## config.mk

```make
export PLATFORM = sky130hd
export DESIGN_NAME = serial_alu_sequencer
export DESIGN_NICKNAME = d
export VERILOG_FILES = /design/src/rtl/alu_pkg.sv /design/src/rtl/alu.sv /design/src/rtl/serial_alu_sequencer.sv
export SDC_FILE = /design/constraint.sdc
export NUM_CORES = 1
export LEC_CHECK = 0
export CELL_PAD_IN_SITES_DETAIL_PLACEMENT = 1
export CELL_PAD_IN_SITES_GLOBAL_PLACEMENT = 2
export CORE_AREA = 2 2 81 83
export DETAILED_ROUTE_END_ITERATION = 10
export DIE_AREA = 0 0 83 85
export PLACE_DENSITY_LB_ADDON = 0.1
export SLEW_MARGIN = 30
export SYNTH_ARGS = -nofsm -noshare
export SYNTH_HDL_FRONTEND = slang
export SYNTH_SLANG_ARGS = --single-unit
```

## constraint.sdc

```tcl
create_clock -name clk -period 2.81 [get_ports clk]
set_input_delay 0.562 -clock clk [delete_from_list [all_inputs] [get_ports clk]]
set_output_delay 0.562 -clock clk [all_outputs]
set_load 0.02 [all_outputs]
```

## src/rtl/alu_pkg.sv

```systemverilog
// alu_pkg
//   Shared definitions for the serial ALU sequencer and its 1-bit slice.
//   Contents:
//     - op_code values seen on the request interface (OP_AND..OP_SLT)
//     - slice operation encodings (SL_AND, SL_OR, SL_ARITH, SL_PASS)
//     - sequencer state encoding (IDLE, RUN, DONE)
//     - is_arith(): true for the ops that use the adder path
package alu_pkg;

    localparam logic [2:0] OP_AND = 3'b000;
    localparam logic [2:0] OP_OR  = 3'b001;
    localparam logic [2:0] OP_ADD = 3'b010;
    localparam logic [2:0] OP_SUB = 3'b011;
    localparam logic [2:0] OP_SLT = 3'b100;

    localparam logic [1:0] SL_AND   = 2'b00;
    localparam logic [1:0] SL_OR    = 2'b01;
    localparam logic [1:0] SL_ARITH = 2'b10;
    localparam logic [1:0] SL_PASS  = 2'b11;

    typedef enum logic [1:0] {
        IDLE = 2'd0,
        RUN  = 2'd1,
        DONE = 2'd2
    } state_t;

    // ADD, SUB and SLT all run through the full adder and produce flags
    function automatic logic is_arith(input logic [2:0] op);
        return (op == OP_ADD) || (op == OP_SUB) || (op == OP_SLT);
    endfunction

endpackage

```

## src/rtl/alu.sv

```systemverilog
// full_adder / alu
//   full_adder: one-bit full adder.
//     a, b, cin -> sum, cout
//   alu: the 1-bit ALU slice built around full_adder.
//     a, b     operand bits
//     i3       pass-through input, selected by SL_PASS
//     cin      carry in
//     add_sub  1 inverts b into the adder (subtract)
//     op       SL_AND / SL_OR / SL_ARITH / SL_PASS
//     r        slice result bit
//     co       adder carry out (always computed, whatever op is)
module full_adder (
    input  logic a,
    input  logic b,
    input  logic cin,
    output logic sum,
    output logic cout
);

    // Plain sum/majority equations
    always_comb begin
        sum  = a ^ b ^ cin;
        cout = (a & b) | (a & cin) | (b & cin);
    end

endmodule

module alu
    import alu_pkg::*;
(
    input  logic       a,
    input  logic       b,
    input  logic       i3,
    input  logic       cin,
    input  logic       add_sub,
    input  logic [1:0] op,
    output logic       r,
    output logic       co
);

    logic b_eff;
    logic sum;

    // Subtract is a + ~b + 1; the +1 arrives on cin of the first bit
    assign b_eff = b ^ add_sub;

    full_adder u_fa (
        .a    (a),
        .b    (b_eff),
        .cin  (cin),
        .sum  (sum),
        .cout (co)
    );

    // Pick the slice output for the requested operation
    always_comb begin
        r = 1'b0;
        case (op)
            SL_AND:   r = a & b;
            SL_OR:    r = a | b;
            SL_ARITH: r = sum;
            default:  r = i3;
        endcase
    end

endmodule

```

## src/rtl/serial_alu_sequencer.sv

```systemverilog
// serial_alu_sequencer
//   Runs the 1-bit slice `alu` over WIDTH-bit operands, one bit per clock,
//   LSB first, and returns the assembled result.
//   Ports:
//     clk, rst              clock, synchronous active-high reset
//     in_valid / in_ready   request handshake (in_ready only while idle)
//     op_code, a_in, b_in   operation and operands (signed for SLT)
//     out_valid / out_ready result handshake (out_valid held until accepted)
//     result                WIDTH-bit result, held until the next completion
//     carry_o, ovf_o, zero_o  flags, present only with SERIAL_ALU_FLAGS_EN
//   Optional feature macro: SERIAL_ALU_FLAGS_EN
module serial_alu_sequencer
    import alu_pkg::*;
#(
    parameter int WIDTH = 8
) (
    input  logic             clk,
    input  logic             rst,
    input  logic             in_valid,
    output logic             in_ready,
    input  logic [2:0]       op_code,
    input  logic [WIDTH-1:0] a_in,
    input  logic [WIDTH-1:0] b_in,
    output logic             out_valid,
    input  logic             out_ready,
    output logic [WIDTH-1:0] result
`ifdef SERIAL_ALU_FLAGS_EN
    ,
    output logic             carry_o,
    output logic             ovf_o,
    output logic             zero_o
`endif
);

    localparam int CNT_W = $clog2(WIDTH);
    localparam logic [CNT_W-1:0] LAST = CNT_W'(WIDTH - 1);

    state_t             state, next_state;
    logic [CNT_W-1:0]   count;
    logic [2:0]         op_reg;
    logic [WIDTH-1:0]   a_sh, b_sh;
    logic [WIDTH-2:0]   r_sh;
    logic               carry_reg;

    logic [1:0]         slice_op;
    logic               add_sub;
    logic               slice_cin;
    logic               slice_r;
    logic               slice_co;
    logic               last_bit;
    logic               ovf_now;
    logic [WIDTH-1:0]   r_next;
    logic [WIDTH-1:0]   final_result;

    // State register
    always_ff @(posedge clk) begin
        if (rst) state <= IDLE;
        else     state <= next_state;
    end

    // Next-state logic; in IDLE in_ready is high so in_valid alone is the handshake
    always_comb begin
        next_state = state;
        case (state)
            IDLE:    if (in_valid)  next_state = RUN;
            RUN:     if (last_bit)  next_state = DONE;
            DONE:    if (out_ready) next_state = IDLE;
            default: next_state = IDLE;
        endcase
    end

    // Handshake outputs depend on state only
    always_comb begin
        in_ready  = (state == IDLE);
        out_valid = (state == DONE);
    end

    // Slice control; reserved opcodes run as AND and are zeroed at the end
    always_comb begin
        slice_op = SL_AND;
        if (op_reg == OP_OR)         slice_op = SL_OR;
        else if (is_arith(op_reg))   slice_op = SL_ARITH;
        add_sub   = (op_reg == OP_SUB) || (op_reg == OP_SLT);
        slice_cin = (count == '0) ? add_sub : carry_reg;
        last_bit  = (count == LAST);
    end

    alu u_alu (
        .a       (a_sh[0]),
        .b       (b_sh[0]),
        .i3      (1'b0),
        .cin     (slice_cin),
        .add_sub (add_sub),
        .op      (slice_op),
        .r       (slice_r),
        .co      (slice_co)
    );

    // On the last bit, r_next is the full LSB-aligned result and the
    // carry into the MSB is the current cin, so overflow is cin ^ co.
    // SLT uses sign ^ overflow, which stays right for the most-negative value.
    always_comb begin
        r_next       = {slice_r, r_sh};
        ovf_now      = slice_cin ^ slice_co;
        final_result = '0;
        case (op_reg)
            OP_AND, OP_OR, OP_ADD, OP_SUB: final_result = r_next;
            OP_SLT:  final_result[0] = slice_r ^ ovf_now;
            default: final_result = '0;
        endcase
    end

    // Datapath: operand/result shift registers, bit counter, carry loop
    always_ff @(posedge clk) begin
        if (rst) begin
            count     <= '0;
            op_reg    <= OP_AND;
            a_sh      <= '0;
            b_sh      <= '0;
            r_sh      <= '0;
            carry_reg <= 1'b0;
            result    <= '0;
        end else begin
            case (state)
                IDLE: begin
                    if (in_valid) begin
                        op_reg <= op_code;
                        a_sh   <= a_in;
                        b_sh   <= b_in;
                        count  <= '0;
                    end
                end
                RUN: begin
                    a_sh      <= a_sh >> 1;
                    b_sh      <= b_sh >> 1;
                    r_sh      <= r_next[WIDTH-1:1];
                    carry_reg <= slice_co;
                    count     <= last_bit ? '0 : count + 1'b1;
                    if (last_bit) result <= final_result;
                end
                default: ;
            endcase
        end
    end

`ifdef SERIAL_ALU_FLAGS_EN
    // Flags are captured together with the result; AND/OR report no carry or
    // overflow, reserved opcodes report nothing at all
    always_ff @(posedge clk) begin
        if (rst) begin
            carry_o <= 1'b0;
            ovf_o   <= 1'b0;
            zero_o  <= 1'b0;
        end else if (state == RUN && last_bit) begin
            carry_o <= is_arith(op_reg) ? slice_co : 1'b0;
            ovf_o   <= is_arith(op_reg) ? ovf_now  : 1'b0;
            zero_o  <= (op_reg <= OP_SLT) ? (final_result == '0) : 1'b0;
        end
    end
`endif

endmodule

```

== Word level (Yosys, flattened, before mapping) ==
Index checks and enable logic that the tools add are counted.

* Memories kept: 0
* Bits in latches: 0
* RAM bits: 0
* Input port bits: 23
* Register bits: 40
* ROM bits: 0
* Output and inout port bits: 10

* Equality and inequality tests: 12
* Div/mod/pow operators: 0
* Shift-type cells: 0
* Reductions and logical operators: 13
* Multiply operators: 0
* Muxes and demuxes: 17
* $lt $le $gt $ge: 0
* Bitwise gates (word level): 12
* $add $sub $neg: 1

{| class="wikitable"
|+ Operators by type and width
! kind !! number
|-
| $pmux 8 s2 || 2
|-
| $mux 8 || 2
|-
| $mux 2 || 5
|-
| $mux 7 || 1
|-
| $eq 3x2->1 const B || 2
|-
| $eq 3x3->1 const B || 2
|-
| $logic_not 3->1 || 2
|-
| $mux 3 || 2
|-
| $pmux 2 s3 || 1
|-
| $pmux 3 s2 || 1
|-
| $reduce_and 2->1 || 3
|-
| $xor 1x1->1 || 5
|-
| $and 1x1->1 || 4
|-
| $eq 2x1->1 const B || 2
|-
| $eq 2x2->1 const B || 2
|-
| $logic_not 2->1 || 2
|-
| $ne 2x2->1 const B || 2
|-
| $reduce_or 4->1 || 1
|-
| $add 3x1->3 const B || 1
|-
| $eq 3x1->1 const B || 1
|-
| $logic_or 1x1->1 || 3
|-
| $or 1x1->1 || 3
|-
| $pmux 1 s3 || 1
|-
| $reduce_and 3->1 || 1
|-
| other kinds (4) || 4
|}

== Longest topological paths before layout ==
Gate-level depths: netlist of the first run.

* Depth after elaboration: 9
* Mapped depth: 9
* Gate-level depth less buffers: 9

== Modules after synthesis ==
Synthesis of the first run repeated with hierarchy kept, for this count alone.

* Cell total of the unflattened synthesis: 221
* Area, all modules: 1911.8 um2

{| class="wikitable"
|+ Modules (own cells, without submodules)
! module !! seq. area each (um2) !! instances !! cells each !! area each (um2)
|-
| serial_alu_sequencer || 800.8 || 1 || 216 || 1849.3
|-
| alu || 0.0 || 1 || 4 || 42.5
|-
| full_adder || 0.0 || 1 || 1 || 20.0
|}

== Least setup slack after synthesis of the first run ==
Ideal clock, no wire load.

* Path type: reg-to-reg
* Start: register count[0]
* End: register result[0]
* Data required time: 2.731 ns
* Data arrival time: 2.236 ns
* Buffers on the path: 0
* Cell stages (with the launch flop): 10
* Period minus slack after synthesis: 2.315 ns
* Setup time: 0.079 ns
* Path slack: 0.495 ns
* Cells stage by stage: dfxtp_1 > inv_1 > ha_1 > nor2b_1 > mux2i_1 > fa_1 > o22ai_1 > o31a_1 > or4b_1 > o211ai_1

* Longest elaborated chain between the ends: 8

{| class="wikitable"
|+ Ends and longest elaborated chain
! item !! RTL line !! text
|-
| start: declaration || serial_alu_sequencer.sv:39 || <nowiki>logic [CNT_W-1:0] count;</nowiki>
|-
| start signal: assignment || serial_alu_sequencer.sv:138 || <nowiki>count <= last_bit ? '0 : count + 1'b1;</nowiki>
|-
| $logic_not 3->1 || serial_alu_sequencer.sv:84 || <nowiki>slice_cin = (count == '0) ? add_sub : carry_reg;</nowiki>
|-
| $mux 1 || serial_alu_sequencer.sv:84 ||
|-
| $and 1x1->1 || alu.sv:23 || <nowiki>cout = (a & b) | (a & cin) | (b & cin);</nowiki>
|-
| $or 1x1->1 (2 in series) || alu.sv:23 ||
|-
| $xor 1x1->1 || serial_alu_sequencer.sv:104 || <nowiki>ovf_now = slice_cin ^ slice_co;</nowiki>
|-
| $xor 1x1->1 || serial_alu_sequencer.sv:108 || <nowiki>OP_SLT: final_result[0] = slice_r ^ ovf_now;</nowiki>
|-
| $pmux 1 s2 || serial_alu_sequencer.sv:106 || <nowiki>case (op_reg)</nowiki>
|-
| end signal: assignment || serial_alu_sequencer.sv:139 || <nowiki>if (last_bit) result <= final_result;</nowiki>
|-
| end: declaration || serial_alu_sequencer.sv:26 || <nowiki>output logic [WIDTH-1:0] result</nowiki>
|}

Several ways; a longest one is shown, not always the timed one.
A chain may end at the register's enable or synchronous reset.

== Final worst setup path of the first run ==
Ends and elaborated chain as after synthesis.

==> results of run 1 <==
synthesized netlist by cell type:
library cell | count | area, µm²
nor3_1 | 2 | 10.0
and2_1 | 1 | 6.26
a311oi_1 | 14 | 123
nand2b_1 | 6 | 37.5
o22ai_2 | 1 | 12.5
clkbuf_1 | 8 | 30.0
mux2i_1 | 5 | 50.1
buf_2 | 6 | 30.0
a211oi_1 | 1 | 7.51
nor3b_1 | 7 | 52.6
buf_4 | 1 | 7.51
or4b_1 | 1 | 10.0
nor2b_1 | 2 | 12.5
dfxtp_1 | 40 | 801
ha_1 | 3 | 37.5
and2b_1 | 1 | 7.51
a21oi_1 | 19 | 95.1
nand2_2 | 1 | 6.26
nand3_1 | 1 | 5.00
fa_1 | 1 | 20.0
inv_1 | 5 | 18.8
nand2_1 | 45 | 169
o22ai_1 | 1 | 6.26
nor2_2 | 1 | 6.26
o21bai_1 | 1 | 7.51
o31a_1 | 1 | 8.76
o211ai_1 | 3 | 22.5
a22oi_1 | 5 | 37.5
xnor2_1 | 1 | 8.76
or2_2 | 1 | 6.26
nor4_2 | 1 | 12.5
nor2_1 | 34 | 128
layout make-up:
type                            count  area (µm²)  share of cell area, %
Sequential cell                    40         801                   35.2
Clock buffer                        7        96.3                   4.23
Inverter                            5        18.8                  0.825
Multi-Input combinational cell    160         906                   39.8
Tap cell                           77        96.3                   4.23
Timing Repair Buffer               37         358                   15.7
cell families after synthesis:
family / Yosys count / share of synthesized area, %
multiplexers: 5 / 2.79
adder cells (fa/ha/maj): 4 / 3.21
XOR/XNOR: 1 / 0.489
flip-flops: 40 / 44.7
AND/OR/NAND/NOR: 104 / 26.2
buffers and inverters: 20 / 4.82
AO/OA/AOI/OAI: 46 / 17.9
worst reg2reg max path, cell delays in order (launching register included):
cell      delay (ps)
dfxtp_1          340
inv_1             60
ha_1             130
nor2b_1          290
mux2i_1          150
fa_1             520
o22ai_1           90
o31a_1           290
or4b_1           480
o211ai_1          90
power groups by stage:
stage               Sequential, mW  Clock (mW)  Combinational (mW)
CTS                          0.614       0.432               0.167
floorplan                    0.622           0               0.107
global route                 0.618       0.461               0.186
global placement             0.626           0               0.165
detailed placement           0.627           0               0.166
finish                       0.613       0.411               0.163
placed cells by master, fill, tap and decap left out:
cell type        count
a211oi_1             1
a21oi_1             19
a22oi_1              5
a311oi_1            14
and2_1               1
and2b_1              1
buf_4                5
clkbuf_8             7
clkdlybuf4s50_1     32
dfxtp_1             40
fa_1                 1
ha_1                 3
inv_1                5
mux2i_1              5
nand2_1             45
nand2_2              1
nand2b_1             6
nand3_1              1
nor2_1              34
nor2_2               1
nor2b_1              2
nor3_1               2
nor3b_1              7
nor4_2               1
o211ai_1             3
o21bai_1             1
o22ai_1              1
o22ai_2              1
o31a_1               1
or2_2                1
or4b_1               1
xnor2_1              1
final timing paths:
check	from	cells after the start	slack (ps)	end
hold / removal	r_sh[0]$_SDFFE_PP0P_	2	460	r_sh[0]$_SDFFE_PP0P_
setup / recovery	count[0]$_SDFFE_PP0P_	9	310	result[0]$_SDFFE_PP0P_
hold reg to reg	r_sh[0]$_SDFFE_PP0P_	2	460	r_sh[0]$_SDFFE_PP0P_
setup reg to reg	count[0]$_SDFFE_PP0P_	9	310	result[0]$_SDFFE_PP0P_
layer usage:
| metal | global-route usage (%) | vias up | routed length [µm] |
|---|---|---|---|
| li1 | - | 811 | - |
| met1 | 17.9 | 740 | 2270 |
| met2 | 19.6 | 20 | 1750 |
| met3 | 3.99 | 5 | 118 |
| met4 | 3.58 | 0 | 47 |
| met5 | 0 | - | 0 |
==> summary.txt, run 1 <==
STA
  • Fin. Hold Viols: 0
  • Fin crit period: around 2500 ps
  • Unrepaired setup endpoints after global routing: false
  • Final Max Tran Viols: 0
  • Achievable Freq: around 400 MHz
  • TNS Setup: 0 ps
  • Hold slack: 462 ps
  • Period utilization: roughly nine tenths
  • Slew HR: a little under three quarters
  • Fin Clk Skew: 4.50 ps
  • Worst Max-Slew Pin Slew: 434 ps
  • Final worst slack: approximately 310 ps
  • Final setup fails: 0

Clock network
  • Post-CTS Hold Fix Bufs: 0
  • CTS-repair resized insts: 0
  • Clock sinks: 40
  • CTS Root Cell: clkbuf_8
  • Maximum buffer depth of the clock tree: 2
  • CTS buffer count: 5
  • CTS H-tree depth: 2
  • Worst-path clk slew: around 70 ps
  • Clk_lat worst skew: roughly 290 ps
  • # Post-CTS Setup Buffers: 0
  • Clock tree from TritonCTS: done

Finish
  • Largest regs: a_sh (8), b_sh (8), result (8)
  • Filler instances: between 700 and 800
  • Number of diodes: 0
  • Final Util: 36.7%
  • Design area: approximately 0.0023 mm²
  • Final Non-Filler Cells: between 300 and 400
  • Nets: approximately 280
  • Layout area overhead: 26.9%
  • Layout cells sized above 1: 6.83%

Synth
  • Mapped Nets: between 200 and 250
  • Count of different cell masters after synthesis: 32
  • Seq/Total Area, Yosys: between 40 and 50%
  • Yosys reg bits: 40
  • Cells after synthesis: 220
  • Synth Area per Inst: between 8 and 9 µm²
  • Synthesized area: between 0.0015 and 0.002 mm²
  • YS warnings: 0

Critical path
  • CP max FO: 4
  • Worst path cell trace: inv_1 -> ha_1 -> nor2b_1 -> mux2i_1 -> fa_1 -> o22ai_1 -> o31a_1 -> or4b_1 -> o211ai_1
  • Delay-heaviest family, CP: simple AND/OR/NAND/NOR gates
  • CP max stage delay: ~520 ps
  • Slowest CP cell: fa_1
  • Setup CP Type: register to register
  • Startpoint Class: register
  • Data required, critical path: 3020 ps
  • Worst EP arrival: around 2700 ps
  • Crit path buf inv count: 1
  • Worst Setup End Kind: register

Hold path
  • Hold Path Class: register to register

Pwr
  • Comb power frac: between 10% and 20%
  • Reg power frac: approximately half
  • VDD IR max: approximately 0.17 mV
  • P_int: roughly 0.9 mW
  • Leakage power: around 0.82 nW
  • Pwr Density: about 520 mW/mm²
  • Switching Power: about 0.3 mW
  • Sw frac: about 25%
  • Total power: about 1.2 mW
  • Clock Power Share: between 30% and 40%

Detailed routing
  • Vias: between 1500 and 2000
  • Drt total wl: 4190 µm
  • DR WL/cell: 12.9 µm
  • DR vias/cell: just under 5
  • DRC viols: 0
  • TritonRoute pass-1 iters: 4
  • DR iter-0 viols: 53
  • Routed Antenna Nets: 0

Placement
  • Pre-CTS WS: 325 ps
  • Port bufs: 32
  • Area after DPL: about 0.0022 mm²
  • GPL Wtd Cong: between 0.6 and 0.7
  • Placed cells: ~320
  • Hpwl dp: around 2900 µm

Floorplanning
  • DIE WIDTH: approximately 83 µm
  • I/O pins: 33
  • Die height: 85 µm
  • CORE AREA: just over 0.006 mm²
  • Starting Density: 28.9%
  • Die area: about 0.0071 mm²
  • Row count: 29

Global routing
  • Initial antenna violation count: 0
  • Global-route wire length before repair: approximately 7500 µm
  • Total track usage: 12.9%
  • Largest net degree at the start of global routing: 41
  • GR Overflow Total: 0
  • Vias in the first global route: 1570

Flow run
  • Max Cap Viol: 0

Status
  • Run status: complete, no violations
No activity file was read; power rests on OpenSTA's default activity.
==> run 2, diff against run 1 <==
- CAP_MARGIN: unset -> 20
==> results of run 2 <==
The final DEF is identical to that of run 1; final timing and power are the same.
==> run 3, diff against run 2 <==
- PLACE_DENSITY_LB_ADDON: 0.1 -> 0.15
==> run 3 against run 2 <==
Compared with the run above:
- routed wire length increased by 3.8%
- clock skew increased by 7.2 ps
- cell area increased by 0.82%
- setup slack about the same
- combinational power about the same
- sequential power about the same
- register-to-register slack about the same
- maximum frequency about the same
- critical path type unchanged
- largest power group unchanged
==> summary.txt, run 3 (synthesis gave the netlist of run 1 again) <==
Clock network
  • Clk_lat worst skew: 290 ps (about the same)
  • Clock tree from TritonCTS: done (unchanged)
  • Clock sinks: 40 (unchanged)
  • CTS buffer count: 5 (unchanged)
  • Maximum buffer depth of the clock tree: 2 (unchanged)
  • CTS-repair resized insts: 0 (unchanged)
  • Post-CTS Hold Fix Bufs: 0 (unchanged)
  • Worst-path clk slew: 80 ps (was 70 ps)
  • CTS H-tree depth: 2 (unchanged)
  • # Post-CTS Setup Buffers: 0 (unchanged)
  • CTS Root Cell: clkbuf_8 (unchanged)

STA
  • Achievable Freq: 400 MHz (about the same)
  • Slew HR: 70.1% (was 71.1%)
  • Fin crit period: 2500 ps (about the same)
  • Unrepaired setup endpoints after global routing: false (unchanged)
  • Fin Clk Skew: 11.7 ps (was 4.50 ps)
  • Final Max Tran Viols: 0 (unchanged)
  • Period utilization: 88.9% (about the same)
  • Worst Max-Slew Pin Slew: 449 ps (was 434 ps)
  • Fin. Hold Viols: 0 (unchanged)
  • Final setup fails: 0 (unchanged)
  • TNS Setup: 0 ps (unchanged)

Detailed routing
  • Vias: 1568 (was 1576)
  • Routed Antenna Nets: 0 (unchanged)
  • Drt total wl: 4350 µm (was 4190 µm)
  • DR iter-0 viols: 48 (was 53)
  • DR WL/cell: 13.3 µm (was 12.9 µm)
  • DR vias/cell: 4.78 (was 4.83)
  • TritonRoute pass-1 iters: 4 (unchanged)
  • DRC viols: 0 (unchanged)

Placement
  • Port bufs: 32 (unchanged)
  • GPL Wtd Cong: 0.753 (was 0.682)
  • Area after DPL: 0.00219 mm² (was 0.00218 mm²)
  • Hpwl dp: 2970 µm (was 2860 µm)

Floorplanning
  • Die area: 0.00706 mm² (unchanged)
  • Starting Density: 28.9% (unchanged)
  • Die height: 85 µm (unchanged)
  • DIE WIDTH: 83 µm (unchanged)
  • CORE AREA: 0.00620 mm² (unchanged)
  • Row count: 29 (unchanged)
  • I/O pins: 33 (unchanged)

Finish
  • Design area: 0.00229 mm² (was 0.00228 mm²)
  • Layout cells sized above 1: 7.17% (was 6.83%)
  • Most frequent cells in the layout: nand2_1, dfxtp_1, nor2_1 (unchanged)
  • Nets: 277 (was 276)
  • Most common cell after layout, fill and taps aside: nand2_1 (unchanged)
  • Layout area overhead: 28.0% (was 26.9%)
  • Number of diodes: 0 (unchanged)
  • Largest regs: a_sh (8), b_sh (8), result (8) (unchanged)

Critical path
  • Worst EP arrival: 2710 ps (about the same)
  • Slowest CP cell: fa_1 (unchanged)
  • Startpoint Class: register (unchanged)
  • Data required, critical path: 3020 ps (about the same)
  • CP max FO: 4 (unchanged)
  • Worst Setup End Kind: register (unchanged)
  • Setup CP Type: register to register (unchanged)
  • CP max stage delay: 510 ps (was 520 ps)
  • Worst path cell trace: inv_1 -> ha_1 -> nor2b_1 -> mux2i_1 -> fa_1 -> o22ai_1 -> o31a_1 -> or4b_1 -> o211ai_1 (unchanged)

Pwr
  • Leakage power: 0.834 nW (was 0.825 nW)
  • Pwr Density: 541 mW/mm² (was 521 mW/mm²)
  • VDD IR max: 0.190 mV (was 0.168 mV)

Global routing
  • Largest net degree at the start of global routing: 41 (unchanged)
  • Total track usage: 13.4% (was 12.9%)
  • Global-route wire length before repair: 7680 µm (was 7490 µm)
  • Vias in the first global route: 1577 (was 1570)
  • Initial antenna violation count: 0 (unchanged)
  • Met1 global-route usage: 18.8% (was 17.9%)
  • GR Overflow Total: 0 (unchanged)
  • Met2 GRT Util: 20.3% (was 19.6%)
  • GRT met3 Usage: 3.21% (was 3.99%)
  • GR peak layer: met2 (unchanged)

Flow run
  • Max Cap Viol: 0 (unchanged)

Status
  • Run status: complete, no violations (unchanged)

Hold path
  • Hold Path Class: register to register (unchanged)
-- run 3: cell count changes in the layout (fill, tap and decap cells not counted), sizes merged --
cell	change
clkinv	+1
buf	+1
clkbuf	-1
bufinv	+1
-- run 3: metrics by stage --
step	worst slack (ps)	utilization [%]	power [mW]	hold slack, ps	cells
after CTS	314	37.0	1.26	469	328
after global placement	397	35.2	0.790	444	320
after global routing	130	37.0	1.31	488	328
final	313	37.0	1.24	465	328
after floorplan	495	-	0.729	432	220
after detailed placement	345	35.2	0.793	457	320
-- run 3: worst paths after layout --
| path | slack (ps) | start | depth (start not counted) | end |
|---|---|---|---|---|
| setup / recovery | 310 | count[0]$_SDFFE_PP0P_ | 9 | result[0]$_SDFFE_PP0P_ |
| setup reg to reg | 310 | count[0]$_SDFFE_PP0P_ | 9 | result[0]$_SDFFE_PP0P_ |
| hold / removal | 460 | r_sh[0]$_SDFFE_PP0P_ | 2 | r_sh[0]$_SDFFE_PP0P_ |
| hold reg to reg | 460 | r_sh[0]$_SDFFE_PP0P_ | 2 | r_sh[0]$_SDFFE_PP0P_ |
-- run 3: cell type report --
class / count / area (µm²)
Clock inverter: 2 / 35.0
Multi-Input combinational cell: 160 / 906
Sequential cell: 40 / 801
Inverter: 5 / 18.8
Tap cell: 77 / 96.3
Clock buffer: 6 / 72.6
Timing Repair Buffer: 38 / 365
Fill cell: 737 / 3910
-- run 3: per-layer routing --
metal	wire [µm]	part of all wire, %
met5	0	0
met4	57	1.3
met3	140	3.2
met2	1850	42
met1	2310	53
-- run 3: critical path, delay by kind of cell (launching register included) --
kind	cells	cell delay (ps)
AND/OR/NAND/NOR	2	770
adder cells (fa/ha/maj)	2	640
multiplexers	1	140
flip-flops	1	340
buffers and inverters	1	60
AO/OA/AOI/OAI	3	460
-- run 3: power breakdown --
group          total, mW  internal [mW]  leakage (nW)  switching [mW]
clock              0.464          0.264        0.0552           0.201
sequential         0.613          0.593         0.327          0.0199
combinational      0.163         0.0769         0.451          0.0865
total               1.24          0.934         0.834           0.307
